[src/rtl/lsu_pkg.sv]
// Shared types and constants for the load/store alignment unit.
package lsu_pkg;

  typedef enum logic [1:0] {
    IDLE   = 2'd0,
    ACCESS = 2'd1,
    DATA   = 2'd2,
    RESP   = 2'd3
  } lsu_state_e;

  localparam logic [2:0] F3_B  = 3'b000;
  localparam logic [2:0] F3_H  = 3'b001;
  localparam logic [2:0] F3_W  = 3'b010;
  localparam logic [2:0] F3_BU = 3'b100;
  localparam logic [2:0] F3_HU = 3'b101;

  localparam logic [3:0] WMASK_NONE = 4'b0000;
  localparam logic [3:0] WMASK_B    = 4'b0001;
  localparam logic [3:0] WMASK_H    = 4'b0011;
  localparam logic [3:0] WMASK_W    = 4'b1111;

endpackage

[src/rtl/lsu_align_if.sv]
// Request/response handshake plus data-RAM port of the LSU.
interface lsu_align_if #(parameter int ADDR_W = 32);

  logic              req_valid;
  logic              req_ready;
  logic              req_we;
  logic [2:0]        req_funct3;
  logic [ADDR_W-1:0] req_addr;
  logic [31:0]       req_wdata;

  logic              rsp_valid;
  logic              rsp_ready;
  logic [31:0]       rsp_rdata;
  logic              rsp_err;

  logic [ADDR_W-1:0] mem_addr;
  logic [3:0]        mem_wmask;
  logic [31:0]       mem_wdata;
  logic [31:0]       mem_rdata;

  // slave = the LSU; master = core plus RAM around it
  modport slave (
    input  req_valid, req_we, req_funct3, req_addr, req_wdata, rsp_ready, mem_rdata,
    output req_ready, rsp_valid, rsp_rdata, rsp_err, mem_addr, mem_wmask, mem_wdata
  );

  modport master (
    output req_valid, req_we, req_funct3, req_addr, req_wdata, rsp_ready, mem_rdata,
    input  req_ready, rsp_valid, rsp_rdata, rsp_err, mem_addr, mem_wmask, mem_wdata
  );

endinterface

[src/rtl/lsu_fmt.sv]
// Combinational formatting: store mask/lane replication/error check and
// load byte-lane extraction with sign/zero extension.
module lsu_fmt
  import lsu_pkg::*;
(
  input  logic        st_we,
  input  logic [2:0]  st_funct3,
  input  logic [1:0]  st_off,
  input  logic [31:0] st_wdata,
  output logic [3:0]  st_wmask,
  output logic [31:0] st_wdata_rep,
  output logic        st_err,
  input  logic [2:0]  ld_funct3,
  input  logic [1:0]  ld_off,
  input  logic [31:0] ld_rdata,
  output logic [31:0] ld_data
);

  logic [31:0] shifted;

  always_comb begin
    st_wmask     = WMASK_NONE;
    st_wdata_rep = st_wdata;
    st_err       = 1'b0;
    case (st_funct3)
      F3_B, F3_BU: begin
        st_wmask     = WMASK_B << st_off;
        st_wdata_rep = {4{st_wdata[7:0]}};
        st_err       = st_we & st_funct3[2];
      end
      F3_H, F3_HU: begin
        st_wmask     = WMASK_H << {st_off[1], 1'b0};
        st_wdata_rep = {2{st_wdata[15:0]}};
        st_err       = st_off[0] | (st_we & st_funct3[2]);
      end
      F3_W: begin
        st_wmask = WMASK_W;
        st_err   = (st_off != 2'b00);
      end
      default: st_err = 1'b1;
    endcase
    // loads never write, and an erroring request never touches the RAM
    if (!st_we || st_err) st_wmask = WMASK_NONE;
  end

  always_comb begin
    shifted = ld_rdata >> {ld_off, 3'b000};
    case (ld_funct3)
      F3_B:    ld_data = {{24{shifted[7]}}, shifted[7:0]};
      F3_H:    ld_data = {{16{shifted[15]}}, shifted[15:0]};
      F3_BU:   ld_data = {24'h0, shifted[7:0]};
      F3_HU:   ld_data = {16'h0, shifted[15:0]};
      default: ld_data = shifted;
    endcase
  end

endmodule

[src/rtl/lsu_align.sv]
// LSU sequencing FSM and output registers; formatting lives in lsu_fmt.
//   state  | meaning
//   IDLE   | req_ready=1, accept and decode a request
//   ACCESS | RAM sampled at closing edge; store mask active
//   DATA   | RAM read data valid, captured into rsp_rdata
//   RESP   | rsp_valid held until rsp_ready
module lsu_align
  import lsu_pkg::*;
#(
  parameter int ADDR_W = 32
) (
  input logic        clk,
  input logic        resetn,
  lsu_align_if.slave bus
);

  lsu_state_e        state_q, state_d;
  logic              we_q, we_d;
  logic [2:0]        funct3_q, funct3_d;
  logic [1:0]        off_q, off_d;
  logic [ADDR_W-1:0] mem_addr_q, mem_addr_d;
  logic [31:0]       mem_wdata_q, mem_wdata_d;
  logic [3:0]        mem_wmask_q, mem_wmask_d;
  logic              rsp_valid_q, rsp_valid_d;
  logic              rsp_err_q, rsp_err_d;
  logic [31:0]       rsp_rdata_q, rsp_rdata_d;

  logic [3:0]        st_wmask;
  logic [31:0]       st_wdata_rep;
  logic              st_err;
  logic [31:0]       ld_data;

  lsu_fmt u_fmt (
    .st_we        (bus.req_we),
    .st_funct3    (bus.req_funct3),
    .st_off       (bus.req_addr[1:0]),
    .st_wdata     (bus.req_wdata),
    .st_wmask     (st_wmask),
    .st_wdata_rep (st_wdata_rep),
    .st_err       (st_err),
    .ld_funct3    (funct3_q),
    .ld_off       (off_q),
    .ld_rdata     (bus.mem_rdata),
    .ld_data      (ld_data)
  );

  always_comb begin
    state_d     = state_q;
    we_d        = we_q;
    funct3_d    = funct3_q;
    off_d       = off_q;
    mem_addr_d  = mem_addr_q;
    mem_wdata_d = mem_wdata_q;
    mem_wmask_d = WMASK_NONE;
    rsp_valid_d = rsp_valid_q;
    rsp_err_d   = rsp_err_q;
    rsp_rdata_d = rsp_rdata_q;
    case (state_q)
      IDLE: begin
        if (bus.req_valid) begin
          we_d        = bus.req_we;
          funct3_d    = bus.req_funct3;
          off_d       = bus.req_addr[1:0];
          mem_addr_d  = bus.req_addr;
          mem_wdata_d = st_wdata_rep;
          rsp_rdata_d = '0;
          rsp_err_d   = st_err;
          if (st_err) begin
            rsp_valid_d = 1'b1;
            state_d     = RESP;
          end else begin
            mem_wmask_d = st_wmask;
            state_d     = ACCESS;
          end
        end
      end
      ACCESS: begin
        if (we_q) begin
          rsp_valid_d = 1'b1;
          state_d     = RESP;
        end else begin
          state_d = DATA;
        end
      end
      DATA: begin
        rsp_rdata_d = ld_data;
        rsp_valid_d = 1'b1;
        state_d     = RESP;
      end
      RESP: begin
        if (bus.rsp_ready) begin
          rsp_valid_d = 1'b0;
          state_d     = IDLE;
        end
      end
      default: state_d = IDLE;
    endcase
  end

  always_ff @(posedge clk or negedge resetn) begin
    if (!resetn) begin
      state_q     <= IDLE;
      we_q        <= 1'b0;
      funct3_q    <= 3'b000;
      off_q       <= 2'b00;
      mem_addr_q  <= '0;
      mem_wdata_q <= '0;
      mem_wmask_q <= WMASK_NONE;
      rsp_valid_q <= 1'b0;
      rsp_err_q   <= 1'b0;
      rsp_rdata_q <= '0;
    end else begin
      state_q     <= state_d;
      we_q        <= we_d;
      funct3_q    <= funct3_d;
      off_q       <= off_d;
      mem_addr_q  <= mem_addr_d;
      mem_wdata_q <= mem_wdata_d;
      mem_wmask_q <= mem_wmask_d;
      rsp_valid_q <= rsp_valid_d;
      rsp_err_q   <= rsp_err_d;
      rsp_rdata_q <= rsp_rdata_d;
    end
  end

  assign bus.req_ready = (state_q == IDLE);
  assign bus.rsp_valid = rsp_valid_q;
  assign bus.rsp_err   = rsp_err_q;
  assign bus.rsp_rdata = rsp_rdata_q;
  assign bus.mem_addr  = mem_addr_q;
  assign bus.mem_wmask = mem_wmask_q;
  assign bus.mem_wdata = mem_wdata_q;

endmodule

[src/flat_wrapper.sv]
// flat-port wrapper written by rule: the top's interface ports become plain ports
module lsu_align_flat import lsu_pkg::*;
#(
  parameter int ADDR_W = 32
)
  (clk, resetn, bus_req_valid, bus_req_we, bus_req_funct3, bus_req_addr, bus_req_wdata, bus_rsp_ready, bus_mem_rdata, bus_req_ready, bus_rsp_valid, bus_rsp_rdata, bus_rsp_err, bus_mem_addr, bus_mem_wmask, bus_mem_wdata);
  lsu_align_if #(.ADDR_W(ADDR_W)) bus_i ();
  input logic clk;
  input logic resetn;
  input wire logic [$bits(bus_i.req_valid)-1:0] bus_req_valid;
  input wire logic [$bits(bus_i.req_we)-1:0] bus_req_we;
  input wire logic [$bits(bus_i.req_funct3)-1:0] bus_req_funct3;
  input wire logic [$bits(bus_i.req_addr)-1:0] bus_req_addr;
  input wire logic [$bits(bus_i.req_wdata)-1:0] bus_req_wdata;
  input wire logic [$bits(bus_i.rsp_ready)-1:0] bus_rsp_ready;
  input wire logic [$bits(bus_i.mem_rdata)-1:0] bus_mem_rdata;
  output wire logic [$bits(bus_i.req_ready)-1:0] bus_req_ready;
  output wire logic [$bits(bus_i.rsp_valid)-1:0] bus_rsp_valid;
  output wire logic [$bits(bus_i.rsp_rdata)-1:0] bus_rsp_rdata;
  output wire logic [$bits(bus_i.rsp_err)-1:0] bus_rsp_err;
  output wire logic [$bits(bus_i.mem_addr)-1:0] bus_mem_addr;
  output wire logic [$bits(bus_i.mem_wmask)-1:0] bus_mem_wmask;
  output wire logic [$bits(bus_i.mem_wdata)-1:0] bus_mem_wdata;
  assign bus_i.req_valid = bus_req_valid;
  assign bus_i.req_we = bus_req_we;
  assign bus_i.req_funct3 = bus_req_funct3;
  assign bus_i.req_addr = bus_req_addr;
  assign bus_i.req_wdata = bus_req_wdata;
  assign bus_i.rsp_ready = bus_rsp_ready;
  assign bus_i.mem_rdata = bus_mem_rdata;
  assign bus_req_ready = bus_i.req_ready;
  assign bus_rsp_valid = bus_i.rsp_valid;
  assign bus_rsp_rdata = bus_i.rsp_rdata;
  assign bus_rsp_err = bus_i.rsp_err;
  assign bus_mem_addr = bus_i.mem_addr;
  assign bus_mem_wmask = bus_i.mem_wmask;
  assign bus_mem_wdata = bus_i.mem_wdata;
  lsu_align #(.ADDR_W(ADDR_W)) u_core (.clk(clk), .resetn(resetn), .bus(bus_i));
endmodule
[config.mk]
export PLATFORM = sky130hd
export DESIGN_NAME = lsu_align_flat
export DESIGN_NICKNAME = d
export VERILOG_FILES = /design/src/rtl/lsu_pkg.sv /design/src/rtl/lsu_align_if.sv /design/src/rtl/lsu_fmt.sv /design/src/rtl/lsu_align.sv /design/src/flat_wrapper.sv
export SDC_FILE = /design/constraint.sdc
export NUM_CORES = 1
export LEC_CHECK = 0
export BUFFER_PORTS_ARGS = -buffer_cell sky130_fd_sc_hd__buf_4
export CORE_ASPECT_RATIO = 0.6
export CORE_MARGIN = 10
export CORE_UTILIZATION = 50
export CTS_CLUSTER_SIZE = 20
export DETAILED_ROUTE_END_ITERATION = 7
export GPL_TIMING_DRIVEN = 0
export PLACE_DENSITY = 0.88
export REMOVE_ABC_BUFFERS = 1
export SKIP_CTS_REPAIR_TIMING = 1
export SLEW_MARGIN = 40
export SYNTH_ARGS = -nofsm -noshare
export SYNTH_HDL_FRONTEND = slang
export SYNTH_HIERARCHICAL = 1
export SYNTH_SLANG_ARGS = --single-unit
[constraint.sdc]
create_clock -name clk -period 1.9 [get_ports clk]
set_input_delay 0.19 -clock clk [delete_from_list [all_inputs] [get_ports clk]]
set_output_delay 0.19 -clock clk [all_outputs]
set_load 0.05 [all_outputs]
==> results.cfg, run 1 <==
[timing]
setup_ws_ps = 56.4
worst_pin_slew_ps = 678
fin_hold_ws_ps = 82.7
drv_slew = 0
slew_headroom_pct = 54.6
setup_violations = 0
period_minus_slack_ps = 1840
rsz0062_at_grt = false
finalHoldViolCount = 0
skew_ps = 9.33
fmax_ghz = 0.542
period_share_pct = 97.0

[placed_design]
port_buffers = 206
place_area_sq_um = 6940
gp_congestion = 0.895
place_ws_ps = -428
dp_hpwl_um = 12100

[clock_tree]
clockBufferDepth = 2
cts_tree = done
clock_latency_ps = 340
ctsRootBufferMaster = clkbuf_16
htreeDepth = 3
numCtsBuffers = 9
cts.sinks = 108
clkTransAtPathRegs_ps = 70

[global_route]
grt_use_total_pct = 19.7
use_met3_pct = 5.97
gr-total-overflow = 0
grt_max_degree = 109
grt.met2_usage_pct = 32.1
top_usage_layer = met2
gr-usage-met1_pct = 25.2
grt_antenna_before_repair = 0
grt_pass1_vias = 4490
grt_pass1_wl_um = 25000

[final_layout]
drive_gt1_share_pct = 55.4
fin_area_sq_um = 7370
area_delta_synth_final_pct = 34.8
post-route-util_pct = 69.3
diodes = 0
layout.nets = 742

[detailed_routing]
drc = 0
wire_per_inst_um = 21.3
drt-initial-drc-count = 347
first_pass_iters = 5
wl_um = 16500
num_vias = 4363
antenna_left = 0
via_per_inst = 5.62

[logic_synthesis]
syn_area_per_cell_sq_um = 12.3
synth_cell_type_count = 44
netlist_area_sq_um = 5470
async_flop_share_pct = 100
synth.most_common_cell = dfrtp_1
yosysSeqAreaShare_pct = 49.5
yosysTopAreaCell = dfrtp_1
ys_seq_elements = 108
synth_top_area_share_pct = 49.5
synth_edf_count = 0
synthCells = 443
synth_ff_type = dfrtp_1
yosys_warnings = 6
yosys-top-cells-area = dfrtp_1, mux2_2, a22o_1
synth_common_cells = dfrtp_1, mux2_2, a22o_1

[critical_path]
critPathLaunchType = flop
reg2reg_depth = 4
slowest_stage = nor2_1
arrival_ps = 2110
rrSetupSlack_ps = 60
worstReg2RegStart = u_core/funct3_q[0]
critical_path_class = reg -> reg
cp_cell_sequence = nor2_1 -> nand3_2 -> nand4_1 -> a22o_1
required_ps = 2170
slowest_delay_ps = 550
crit_path_end_kind = flop
regToRegEndpoint = u_core/bus.rsp_rdata[25]
crit_path_max_fanout = 16
critPathTopFamily = simple AND/OR/NAND/NOR gates
path_buf_inv = 0

[hold_path]
min_path_cells = 2
hold_start = bus_req_addr[29]
hold_end = u_core/bus.mem_addr[29]
hp-class = in -> reg

[power_and_ir_drop]
peakVddDrop_mv = 1.49
power-per-cell-area_nw_per_um2 = 2090
p_leak_nw = 3.55
power_mw = 15.4

[run]
maxCapViolCount = 0

[floorplan]
pin_count = 207
die_x_um = 155
fp.dieH_um = 101
core_sq_um = 10600
rows = 29
dieArea_sq_um = 15600
initial_utilization_pct = 51.4

[outcome]
outcome = complete, no violations
==> cells in the final DEF, fill, tap and decap left out, types with 3 or more instances in the layout <==
cell,n
buf_4,210
mux2i_1,16
and3_2,3
nor3_1,3
ha_1,4
nand4_1,16
clkbuf_16,9
o21ai_0,12
a22o_1,32
dfrtp_1,106
nand2_1,24
nor2b_1,12
inv_1,4
nor2_1,6
or2_2,8
a211oi_1,7
mux2_2,94
a21oi_1,23
==> layer usage <==
metal  wire length [um]  up-vias
met4                282        0
met2               7980      195
met1               6950     2149
met3               1320       24
met5                  0        -
li1                   -     1995
==> how the worst max path moves through the flow <==
stage / startpoint / to / slack, ps / cells past startpoint
after floorplan: u_core/state_q[0] / u_core/bus.rsp_rdata[0] / -520 / 4
after global placement: u_core/off_q[0] / u_core/bus.rsp_rdata[29] / -700 / 4
after detailed placement: u_core/off_q[0] / u_core/bus.rsp_rdata[25] / -430 / 4
after CTS: u_core/off_q[0] / u_core/bus.rsp_rdata[25] / -440 / 4
after global routing: u_core/bus.mem_addr[1] / u_core/bus.rsp_rdata[9] / 10 / 5
final: u_core/funct3_q[0] / u_core/bus.rsp_rdata[25] / 60 / 4
==> logic make-up after synthesis <==
kind of cell	after synthesis	synth area share, %
AO/OA/AOI/OAI	86	11.4
XOR/XNOR	2	0.321
adder cells (fa/ha/maj)	5	1.14
buffers and inverters	43	5.65
flip-flops	108	49.5
multiplexers	113	23.1
AND/OR/NAND/NOR	86	8.88
==> cell type report <==
type,count,area [sq um]
clock buffers,11,243
clock inverters,4,33.8
fillers,774,3260
inverters,4,15.0
multi-input cells,293,2510
flip-flops and latches,108,2710
well taps,139,174
repair buffers,217,1680
==> power breakdown <==
part / total, mW / switching, mW / internal [mW]
clock network: 1.75 / 0.820 / 0.931
registers: 4.17 / 0.776 / 3.39
logic: 9.47 / 6.05 / 3.42
total: 15.4 / 7.65 / 7.74
==> flip-flops by register name (all words and copies together), names as in the netlist <==
| signal | count |
|---|---|
| u_core/bus.mem_addr | 31 |
| u_core/funct3_q | 3 |
| u_core/bus.mem_wmask | 4 |
| u_core/off_q | 1 |
| u_core/bus.mem_wdata | 32 |
| u_core/we_q | 1 |
| u_core/bus.rsp_valid | 1 |
| u_core/bus.rsp_err | 1 |
| u_core/bus.rsp_rdata | 32 |
| u_core/state_q | 2 |
==> metrics by stage <==
stage | cells | setup TNS (ps)
2_1_floorplan | 404 | -27730
6_report | 776 | 0
3_5_place_dp | 750 | -7110
4_1_cts | 765 | -7730
5_1_grt | 776 | 0
3_3_place_gp | 749 | -57830
Note: power is estimated with default switching activity, not from simulation.
==> inputs of run 2 (changes only) <==
--- a/config.mk
+++ b/config.mk
@@ -8,15 +8,14 @@
 export BUFFER_PORTS_ARGS = -buffer_cell sky130_fd_sc_hd__buf_4
 export CORE_ASPECT_RATIO = 0.6
 export CORE_MARGIN = 10
-export CORE_UTILIZATION = 50
+export CORE_UTILIZATION = 48
 export CTS_CLUSTER_SIZE = 20
 export DETAILED_ROUTE_END_ITERATION = 7
 export GPL_TIMING_DRIVEN = 0
-export PLACE_DENSITY = 0.88
+export PLACE_DENSITY = 0.87
 export REMOVE_ABC_BUFFERS = 1
 export SKIP_CTS_REPAIR_TIMING = 1
 export SLEW_MARGIN = 40
 export SYNTH_ARGS = -nofsm -noshare
 export SYNTH_HDL_FRONTEND = slang
-export SYNTH_HIERARCHICAL = 1
 export SYNTH_SLANG_ARGS = --single-unit
==> run 2 against run 1 <==
Against the previous run: the flow now finishes with violations (negative setup slack); clock-buffer cell count did not move; synthesized cell count fell by 3.6%; critical path depth rose by 3; die area fell by 4.4%; first-iteration DRC count fell by 8.4%; cell count rose by 1.4%; maximum frequency fell by 11%; highest routed layer unchanged; sequential power fell by 3%; clock power rose by 6%; clock skew fell by 0.85 ps; non-clock buffer count rose by 17; critical path type unchanged; critical endpoint is now u_core.bus.rsp_rdata[21]; utilization rose by 3.8 points.
==> results.cfg, run 2 <==
[timing]
fmax_ghz = 0.485
period_share_pct = 108
slew_headroom_pct = 55.7
final.setup.tns_ps = -1590
rsz0062_at_grt = true
setup_ws_ps = -160
finalHoldViolCount = 0
period_minus_slack_ps = 2060
setup_violations = 14
drv_slew = 0
skew_ps = 8.48
worst_pin_slew_ps = 659

[critical_path]
required_ps = 2180
slowest_stage = dfrtp_4
worstReg2RegStart = u_core.bus.mem_addr[0]
crit_top_cell = buf_6
slowest_delay_ps = 550
critical_path_class = reg -> reg
crit_path_start = u_core.bus.mem_addr[0]
crit_path_end_kind = flop
arrival_ps = 2350
critPathLaunchType = flop
reg2reg_depth = 7
crit_path_max_fanout = 7
cp_cell_sequence = mux2i_2 -> mux4_2 -> nor4_4 -> buf_6 -> buf_6 -> buf_6 -> a221o_2

[detailed_routing]
dr.max_layer_used = met4
num_vias = 4367
drt-initial-drc-count = 318
drc = 0
antenna_left = 0
via_per_inst = 5.55
first_pass_iters = 5
wl_um = 17200
dr_wl_met3_um = 1590
wire_per_inst_um = 21.8
met2WireLength_um = 8510
wl_met1_um = 6660

[hold_path]
hp-class = in -> reg
hold_start = bus_req_addr[20]
min_path_cells = 2

[logic_synthesis]
netlist_area_sq_um = 4970
synth_top_area_share_pct = 54.4
synth.most_common_cell = dfrtp_1
yosys-top-cells-area = dfrtp_1, mux2_2, mux2i_1
synthCells = 427
synth_ff_type = dfrtp_1
synth_edf_count = 0
synth_common_cells = dfrtp_1, mux2_2, o21ai_0
synth_cell_type_count = 33
yosysSeqAreaShare_pct = 54.4
yosys_warnings = 0
ys_seq_elements = 108
yosysTopAreaCell = dfrtp_1
syn_area_per_cell_sq_um = 11.6
async_flop_share_pct = 100

[floorplan]
die_x_um = 151
rows = 28
pin_count = 207
fp.dieH_um = 98.8
core_sq_um = 9980
initial_utilization_pct = 49.8
dieArea_sq_um = 15000

[clock_tree]
numCtsBuffers = 9
clockBufferDepth = 2
clock_latency_ps = 350
cts_tree = done
clkTransAtPathRegs_ps = 70
cts.sinks = 108
htreeDepth = 3
ctsRootBufferMaster = clkbuf_16

[global_route]
grt_use_total_pct = 19.6
grt_antenna_before_repair = 0
grt_pass1_wl_um = 23300
grt_max_degree = 109
grt_pass1_vias = 4311
gr-total-overflow = 0

[power_and_ir_drop]
power-per-cell-area_nw_per_um2 = 2070
p_leak_nw = 3.59
peakVddDrop_mv = 1.19

[final_layout]
layout.nets = 755
stdcell_count = 787
post-route-util_pct = 73.1
drive_gt1_share_pct = 50.9
area_delta_synth_final_pct = 46.9
diodes = 0
layout_common_cells = buf_4, dfrtp_1, mux2_2
layout_commonest_cell = buf_4

[placed_design]
gp_congestion = 0.907
dp_hpwl_um = 11600
port_buffers = 206
place_ws_ps = -620
numPlacedInstances = 743

[run]
maxCapViolCount = 0

[outcome]
outcome = complete, but fails checks
violations = negative setup slack
==> run 2: changes by cell type after synthesis, moves of 9 or more <==
cell / previous run / this run
a221o_2: 0 / 9
a22o_1: 32 / 0
buf_2: 14 / 3
buf_4: 10 / 0
clkbuf_1: 4 / 21
mux2_2: 94 / 52
mux2i_1: 16 / 42
nand2_1: 24 / 42
nand4_1: 16 / 1
nor2_1: 6 / 22
nor2b_1: 13 / 1
o21ai_0: 12 / 48
==> run 2: power by group <==
| part | total (mW) | leakage, nW | switching, mW | internal, mW |
|---|---|---|---|---|
| sequential | 4.06 | 1.34 | 0.695 | 3.37 |
| clock | 1.86 | 0.140 | 0.836 | 1.03 |
| combinational | 9.16 | 2.11 | 5.94 | 3.22 |
==> run 2: layout make-up <==
cell class	count	area (sq um)
repair buffers	234	1870
well taps	135	169
flip-flops and latches	108	2710
inverters	5	18.8
multi-input cells	289	2240
fillers	687	2690
clock inverters	5	60.1
clock buffers	11	233
==> run 2: worst max-delay path: cells and delay by family (launching register included) <==
family	cells	cell delay, ps
buffers and inverters	3	380
muxes	2	700
and+or+nand+nor	1	280
DFF	1	550
AOI/OAI and AO/OA	1	100
==> run 2: cells by family (layout without fill, tap and decap cells) <==
kind of cell | after synthesis | in the layout | synth area share (%)
flops | 108 | 108 | 54.4
compound gates | 101 | 102 | 12.5
mux | 96 | 96 | 21.1
simple gates | 85 | 87 | 8.06
buf+inv | 33 | 255 | 2.87
fa+ha+maj | 4 | 4 | 1.01
==> run 2: path summary, 6_finish.rpt <==
check | end | slack [ps]
min in group asynchronous | u_core.bus.rsp_rdata[2] | 340
max | u_core.bus.rsp_rdata[21] | -160
max in group asynchronous | u_core.bus.mem_addr[1] | 880
max reg2reg | u_core.bus.rsp_rdata[21] | -160
min reg2reg | u_core.bus.mem_wdata[25] | 480
min | u_core.bus.mem_addr[20] | 70
==> run 2: through the flow <==
step,power (mW),instance area (sq um),hold WS [ps]
finish,15.1,7300,70.4
global route,15.8,7300,63.5
CTS,14.3,6930,-67.2
detailed placement,12.4,6640,309
global placement,12.1,6560,423
floorplan,9.66,4850,-106
==> run 2: metal layers <==
| layer | track usage, % | vias to the layer above |
|---|---|---|
| met1 | 23.5 | 2144 |
| met3 | 6.58 | 31 |
| li1 | - | 1976 |
| met4 | 5.60 | 0 |
| met2 | 32.7 | 216 |
| met5 | 0 | - |
